===== config.mk =====
export PLATFORM = sky130hd
export DESIGN_NAME = mdu_iterative_flat
export DESIGN_NICKNAME = d
export VERILOG_FILES = /design/src/rtl/mdu_if.sv /design/src/rtl/mdu_iterative.sv /design/src/flat_wrapper.sv
export SDC_FILE = /design/constraint.sdc
export NUM_CORES = 2
export LEC_CHECK = 0
export CORE_MARGIN = 2
export CORE_UTILIZATION = 55
export CTS_BUF_LIST = sky130_fd_sc_hd__clkbuf_8
export DETAILED_ROUTE_END_ITERATION = 12
export PLACE_DENSITY = 0.83
export SYNTH_ARGS = -nofsm -noshare
export SYNTH_HDL_FRONTEND = slang
export SYNTH_SLANG_ARGS = --single-unit

===== constraint.sdc =====
create_clock -name clk -period 11.16 [get_ports clk]
set_input_delay 1.116 -clock clk [delete_from_list [all_inputs] [get_ports clk]]
set_output_delay 1.116 -clock clk [all_outputs]
set_load 0.01 [all_outputs]

===== src/rtl/mdu_if.sv =====
// mdu_if: issue/result bundle between the EX-stage issue logic and the
// multiply/divide unit.
//   start  issue strobe; op/a/b valid in the same cycle
//   op     operation code (MULT, MULTU, DIV, DIVU, MTHI, MTLO, MADD*, MSUB*)
//   a, b   rs / rt operands
//   flush  abort from a later-stage exception
//   busy   operation in flight
//   hi, lo architectural HI/LO registers
// The master modport drives the issue side; the slave modport is the MDU.
interface mdu_if;
  logic        start;
  logic [3:0]  op;
  logic [31:0] a;
  logic [31:0] b;
  logic        flush;
  logic        busy;
  logic [31:0] hi;
  logic [31:0] lo;

  modport master (output start, op, a, b, flush, input busy, hi, lo);
  modport slave  (input start, op, a, b, flush, output busy, hi, lo);
endinterface


===== src/rtl/mdu_iterative.sv =====
// mdu_iterative: multi-cycle multiply/divide unit owning HI/LO.
//   clk    rising-edge clock
//   rst    asynchronous active-high reset
//   bus    mdu_if.slave: start/op/a/b/flush in, busy/hi/lo out
// Parameter MUL_LATENCY (1..8): cycles busy stays high for a multiply.
// Divide: restoring radix-2, one quotient bit per cycle, 32 busy cycles.
// Optional feature macro MDU_MADD_EN: enables MADD/MADDU/MSUB/MSUBU
// (ops 6..9) accumulating into {hi,lo}; without it those ops are no-ops.
module mdu_iterative #(
  parameter int unsigned MUL_LATENCY = 3
) (
  input logic  clk,
  input logic  rst,
  mdu_if.slave bus
);

  typedef enum logic [1:0] {IDLE, MUL, DIV} state_t;

  localparam logic [5:0] MUL_CNT = 6'(MUL_LATENCY);

  state_t      state, state_next;
  logic [5:0]  cnt;
  logic [31:0] a_q, b_q, dvs, quo, rem, hi_q, lo_q;
  logic        mul_sgn, q_neg, r_neg;
`ifdef MDU_MADD_EN
  logic [1:0]  acc_mode;  // 01: add product, 10: subtract product
`endif

  logic        is_mul, is_div, is_mthi, is_mtlo, div_sgn, issue, last;
  logic [32:0] shifted, diff;
  logic [31:0] quo_step, rem_step;
  logic [63:0] ext_a, ext_b, prod, mul_res;

  always_comb begin
    is_mul  = 1'b0;
    is_div  = 1'b0;
    is_mthi = 1'b0;
    is_mtlo = 1'b0;
    case (bus.op)
      4'd0, 4'd1: is_mul = 1'b1;
`ifdef MDU_MADD_EN
      4'd6, 4'd7, 4'd8, 4'd9: is_mul = 1'b1;
`endif
      4'd2, 4'd3: is_div  = 1'b1;
      4'd4:       is_mthi = 1'b1;
      4'd5:       is_mtlo = 1'b1;
      default: ;
    endcase
  end

  assign div_sgn = (bus.op == 4'd2);
  // flush outranks a same-cycle start, including MTHI/MTLO
  assign issue   = bus.start && !bus.flush && (state == IDLE);
  assign last    = (cnt == 6'd1);

  always_comb begin
    state_next = state;
    case (state)
      IDLE: begin
        if (issue && is_mul)      state_next = MUL;
        else if (issue && is_div) state_next = DIV;
      end
      MUL, DIV: if (bus.flush || last) state_next = IDLE;
      default: state_next = IDLE;
    endcase
  end

  always_ff @(posedge clk or posedge rst) begin
    if (rst) state <= IDLE;
    else     state <= state_next;
  end

  // One restoring-division step; the remainder always stays below the
  // divisor, so 32 stored bits suffice after the 33-bit trial subtract.
  always_comb begin
    shifted  = {rem, quo[31]};
    diff     = shifted - {1'b0, dvs};
    quo_step = {quo[30:0], ~diff[32]};
    rem_step = diff[32] ? shifted[31:0] : diff[31:0];
  end

  // Sign-extend (or zero-extend) to 64 bits; the low 64 bits of the
  // product are then correct for both signed and unsigned operands.
  always_comb begin
    ext_a = {{32{mul_sgn & a_q[31]}}, a_q};
    ext_b = {{32{mul_sgn & b_q[31]}}, b_q};
    prod  = ext_a * ext_b;
`ifdef MDU_MADD_EN
    case (acc_mode)
      2'b01:   mul_res = {hi_q, lo_q} + prod;
      2'b10:   mul_res = {hi_q, lo_q} - prod;
      default: mul_res = prod;
    endcase
`else
    mul_res = prod;
`endif
  end

  always_ff @(posedge clk or posedge rst) begin
    if (rst) begin
      cnt      <= '0;
      a_q      <= '0;
      b_q      <= '0;
      dvs      <= '0;
      quo      <= '0;
      rem      <= '0;
      hi_q     <= '0;
      lo_q     <= '0;
      mul_sgn  <= 1'b0;
      q_neg    <= 1'b0;
      r_neg    <= 1'b0;
`ifdef MDU_MADD_EN
      acc_mode <= '0;
`endif
    end else begin
      case (state)
        IDLE: if (issue) begin
          if (is_mthi) hi_q <= bus.a;
          if (is_mtlo) lo_q <= bus.a;
          if (is_mul) begin
            a_q     <= bus.a;
            b_q     <= bus.b;
            mul_sgn <= ~bus.op[0];
            cnt     <= MUL_CNT;
`ifdef MDU_MADD_EN
            acc_mode <= (bus.op == 4'd6 || bus.op == 4'd7) ? 2'b01 :
                        (bus.op == 4'd8 || bus.op == 4'd9) ? 2'b10 : 2'b00;
`endif
          end
          if (is_div) begin
            a_q   <= bus.a;
            dvs   <= (div_sgn && bus.b[31]) ? -bus.b : bus.b;
            quo   <= (div_sgn && bus.a[31]) ? -bus.a : bus.a;
            rem   <= '0;
            q_neg <= div_sgn & (bus.a[31] ^ bus.b[31]);
            r_neg <= div_sgn & bus.a[31];
            cnt   <= 6'd32;
          end
        end
        MUL: if (!bus.flush) begin
          cnt <= cnt - 6'd1;
          if (last) {hi_q, lo_q} <= mul_res;
        end
        DIV: if (!bus.flush) begin
          cnt <= cnt - 6'd1;
          quo <= quo_step;
          rem <= rem_step;
          if (last) begin
            if (dvs == '0) begin
              lo_q <= '1;
              hi_q <= a_q;
            end else begin
              lo_q <= q_neg ? -quo_step : quo_step;
              hi_q <= r_neg ? -rem_step : rem_step;
            end
          end
        end
        default: ;
      endcase
    end
  end

  assign bus.busy = (state != IDLE);
  assign bus.hi   = hi_q;
  assign bus.lo   = lo_q;

endmodule


===== src/flat_wrapper.sv =====
// flat-port wrapper written by rule: the top's interface ports become plain ports
module mdu_iterative_flat 
#(
  parameter int unsigned MUL_LATENCY = 3
)
  (clk, rst, bus_start, bus_op, bus_a, bus_b, bus_flush, bus_busy, bus_hi, bus_lo);
  mdu_if bus_i ();
  input logic clk;
  input logic rst;
  input wire logic [$bits(bus_i.start)-1:0] bus_start;
  input wire logic [$bits(bus_i.op)-1:0] bus_op;
  input wire logic [$bits(bus_i.a)-1:0] bus_a;
  input wire logic [$bits(bus_i.b)-1:0] bus_b;
  input wire logic [$bits(bus_i.flush)-1:0] bus_flush;
  output wire logic [$bits(bus_i.busy)-1:0] bus_busy;
  output wire logic [$bits(bus_i.hi)-1:0] bus_hi;
  output wire logic [$bits(bus_i.lo)-1:0] bus_lo;
  assign bus_i.start = bus_start;
  assign bus_i.op = bus_op;
  assign bus_i.a = bus_a;
  assign bus_i.b = bus_b;
  assign bus_i.flush = bus_flush;
  assign bus_busy = bus_i.busy;
  assign bus_hi = bus_i.hi;
  assign bus_lo = bus_i.lo;
  mdu_iterative #(.MUL_LATENCY(MUL_LATENCY)) u_core (.clk(clk), .rst(rst), .bus(bus_i));
endmodule

==> flow_metrics.env <==
export IMPL_cts_made_buffers=44
export IMPL_hold_class="register to register"
export IMPL_worstSetupStartpointType="register"
export IMPL_r2r_start="u_core.mul_sgn$_DFFE_PP0P_"
export IMPL_place_gp_congestion=0.998
export IMPL_antenna_left=0
export IMPL_cp_slowest_stage_delay_ps=630
export IMPL_cts_htree_levels=2
export IMPL_drive_gt1_share_pct=4.94
export IMPL_nets=7433
export IMPL_detail_route_wl_per_cell_um=23.1
export IMPL_ys_top_cells_by_count="1194 x inv_1, 1126 x fa_1, 969 x nand2_1, 353 x and2_1, 335 x clkbuf_1"
export IMPL_clock_sinks=235
export IMPL_die_area_sq_um=100000
export IMPL_io_buffers=136
export IMPL_min_to="u_core.bus.lo[8]$_DFFE_PP0P_"
export IMPL_post_cts_buffers=0
export IMPL_overflow=0
export IMPL_root_buffer="clkbuf_8"
export IMPL_r2r_end="u_core.bus.hi[30]$_DFFE_PP0P_"
export IMPL_hold_start="u_core.bus.lo[8]$_DFFE_PP0P_"
export IMPL_grtUsageTotal_pct=34.6
export IMPL_coreArea_sq_um=96600
export IMPL_path_class="register to register"
export IMPL_synth_edf_count=0
export IMPL_vias_per_cell=5.98
export IMPL_rows=114
export IMPL_fin_tns_setup_ps=0
export IMPL_crit_arrival_ps=9860
export IMPL_fin_crit_ps=9380
export IMPL_grt_pass1_wl_um=263000
export IMPL_status="finished clean"
export IMPL_maxCapViolCount=0
export IMPL_yosys_area_top_type="fa_1"
export IMPL_end_kind="register"
export IMPL_syn_cell_area_sq_um=53600
export IMPL_ys_warn_count=0
export IMPL_cts_hold_buf=0
export IMPL_cpMostUsedCell="fa_1"
export IMPL_clock_path_buffers=3
export IMPL_areaGrowthSynthToFinish_pct=6.24
export IMPL_synthCells=6067
export IMPL_setup_viol=0
export IMPL_synth_avg_cell_area_sq_um=8.83
export IMPL_yosysMostFrequentCell="inv_1"
export IMPL_antenna_found_initial=6
export IMPL_netlist_top_cells_area="fa_1 42%, dfrtp_1 11%, inv_1 8.4%, nand2_1 6.8%, ha_1 5.9%"
export IMPL_ys_seq_area_share_pct=11.0
export IMPL_cts_tree="built"
export IMPL_finalCritPeriodShare_pct=84.0
export IMPL_vias=43600
export IMPL_grt_max_degree=107
export IMPL_cp_max_fo=13
export IMPL_grt_setup_unrepaired="no"
export IMPL_hold_viol=0
export IMPL_start_util_pct=55.5
export IMPL_die_w_um=316
export IMPL_drt_iter0_drc=4490
export IMPL_critPathLaunch="u_core.mul_sgn$_DFFE_PP0P_"
export IMPL_ys_ff_latch=235
export IMPL_cts_resized=0
export IMPL_yosysTopAreaCellShare_pct=42.1
export IMPL_grt_pass1_vias=45900
export IMPL_synth_main_ff_cell="dfrtp_1"
export IMPL_crit_required_ps=11640
export IMPL_syn_nets=7519
export IMPL_dp_hpwl_um=135000
export IMPL_fp_dieH_um=316
export IMPL_drt_wl_total_um=169000
export IMPL_drc=0
export IMPL_top_level_ports=137
export IMPL_ys_types=87
export IMPL_synth_async_reset_ratio_pct=100
export IMPL_slowest_stage="fa_1"
export IMPL_max_freq_mhz=107
export IMPL_dr_pass1_iters=7
export IMPL_insertion_delay_ps=650
export IMPL_slew_headroom_pct=17.7
export IMPL_min_path_cells=2
export IMPL_reg2reg_slack_ps=1780
export IMPL_tightestPinTransition_ps=1240
export IMPL_reg2reg_depth=27
export IMPL_clock_skew_ps=39.3
export IMPL_path_clk_slew_ps=60
export IMPL_drv_slew=0
worst max-delay path, delay by kind of cell, from the launching register on:
| kind | cells | cell delay (ps) |
|---|---|---|
| mux | 1 | 110 |
| fa+ha+maj | 9 | 4590 |
| buf+inv | 5 | 820 |
| simple gates | 3 | 1120 |
| compound gates | 9 | 2240 |
| flops | 1 | 340 |
worst max path at each step:
stage,cells after the start,end,slack (ps)
floorplan,28,u_core.bus.hi[29]$_DFFE_PP0P_,2790
global placement,27,u_core.bus.hi[29]$_DFFE_PP0P_,2060
detailed placement,27,u_core.bus.hi[29]$_DFFE_PP0P_,1910
CTS,27,u_core.bus.hi[29]$_DFFE_PP0P_,1880
global route,27,u_core.bus.hi[29]$_DFFE_PP0P_,1330
finish,27,u_core.bus.hi[30]$_DFFE_PP0P_,1780
cell families (layout without fill, tap and decap cells):
group	Yosys count	in the layout	synth area share [%]
flops	235	235	11.0
fa+ha+maj	1380	1380	48.0
simple gates	1817	1817	15.7
compound gates	780	780	9.15
buf+inv	1557	1505	10.9
other cells	0	2	0
xor+xnor	208	208	3.40
mux	90	90	1.83
cells in the final DEF (no fill, tap or decap), drive strengths merged, types with 32 or more instances in the layout:
cell and instances:
nor3 51, xnor2 141, dfrtp 235, a21oi 209
a21o 49, and2 354, and3 32, nand3 38
o21ai 245, fa 1126, nand2 970, nor2 205
clkdlybuf4s50 136, buf 93, a221oi 39, mux2 64
ha 254, inv 1202, o31ai 53, xor2 67
clkbuf 61
cell type report:
cell class / count / area [sq um]
multi-input cells: 4275 / 41900
flip-flops and latches: 235 / 5890
diodes: 2 / 5.00
well taps: 1276 / 1600
repair buffers: 229 / 2070
inverters: 1196 / 4500
clock inverters: 19 / 139
fillers: 8015 / 39600
clock buffers: 61 / 840
per-stage QoR:
stage	setup slack [ps]	cells	hold slack [ps]	area (sq um)	utilization [%]
detailed placement	1910	7211	466	56000	57.9
floorplan	2790	6067	463	53600	-
global placement	2060	7211	459	56000	57.9
finish	1780	7293	477	56900	59.0
CTS	1880	7291	479	56900	59.0
global route	1330	7292	495	56900	59.0
metal layers:
layer  track usage, %  vias up  wire length (um)
li1                 -    18400                 -
met1             43.7    21900             60100
met2             55.0     2672             76700
met3             7.87      700             19000
met4             20.4        0             12700
met5                0        -                 0
sequential cells by signal, indices dropped and copies added (netlist names):
signal / count
u_core.a_q: 32
u_core.b_q: 32
u_core.bus.hi: 32
u_core.bus.lo: 32
u_core.dvs: 32
u_core.quo: 32
u_core.rem: 32
u_core.cnt: 6
u_core.state: 2
u_core.mul_sgn: 1
u_core.q_neg: 1
u_core.r_neg: 1
Power is left out: the tool's default activity adds up to more than one toggle a clock period on the data nets, which glitch-free logic cannot reach.
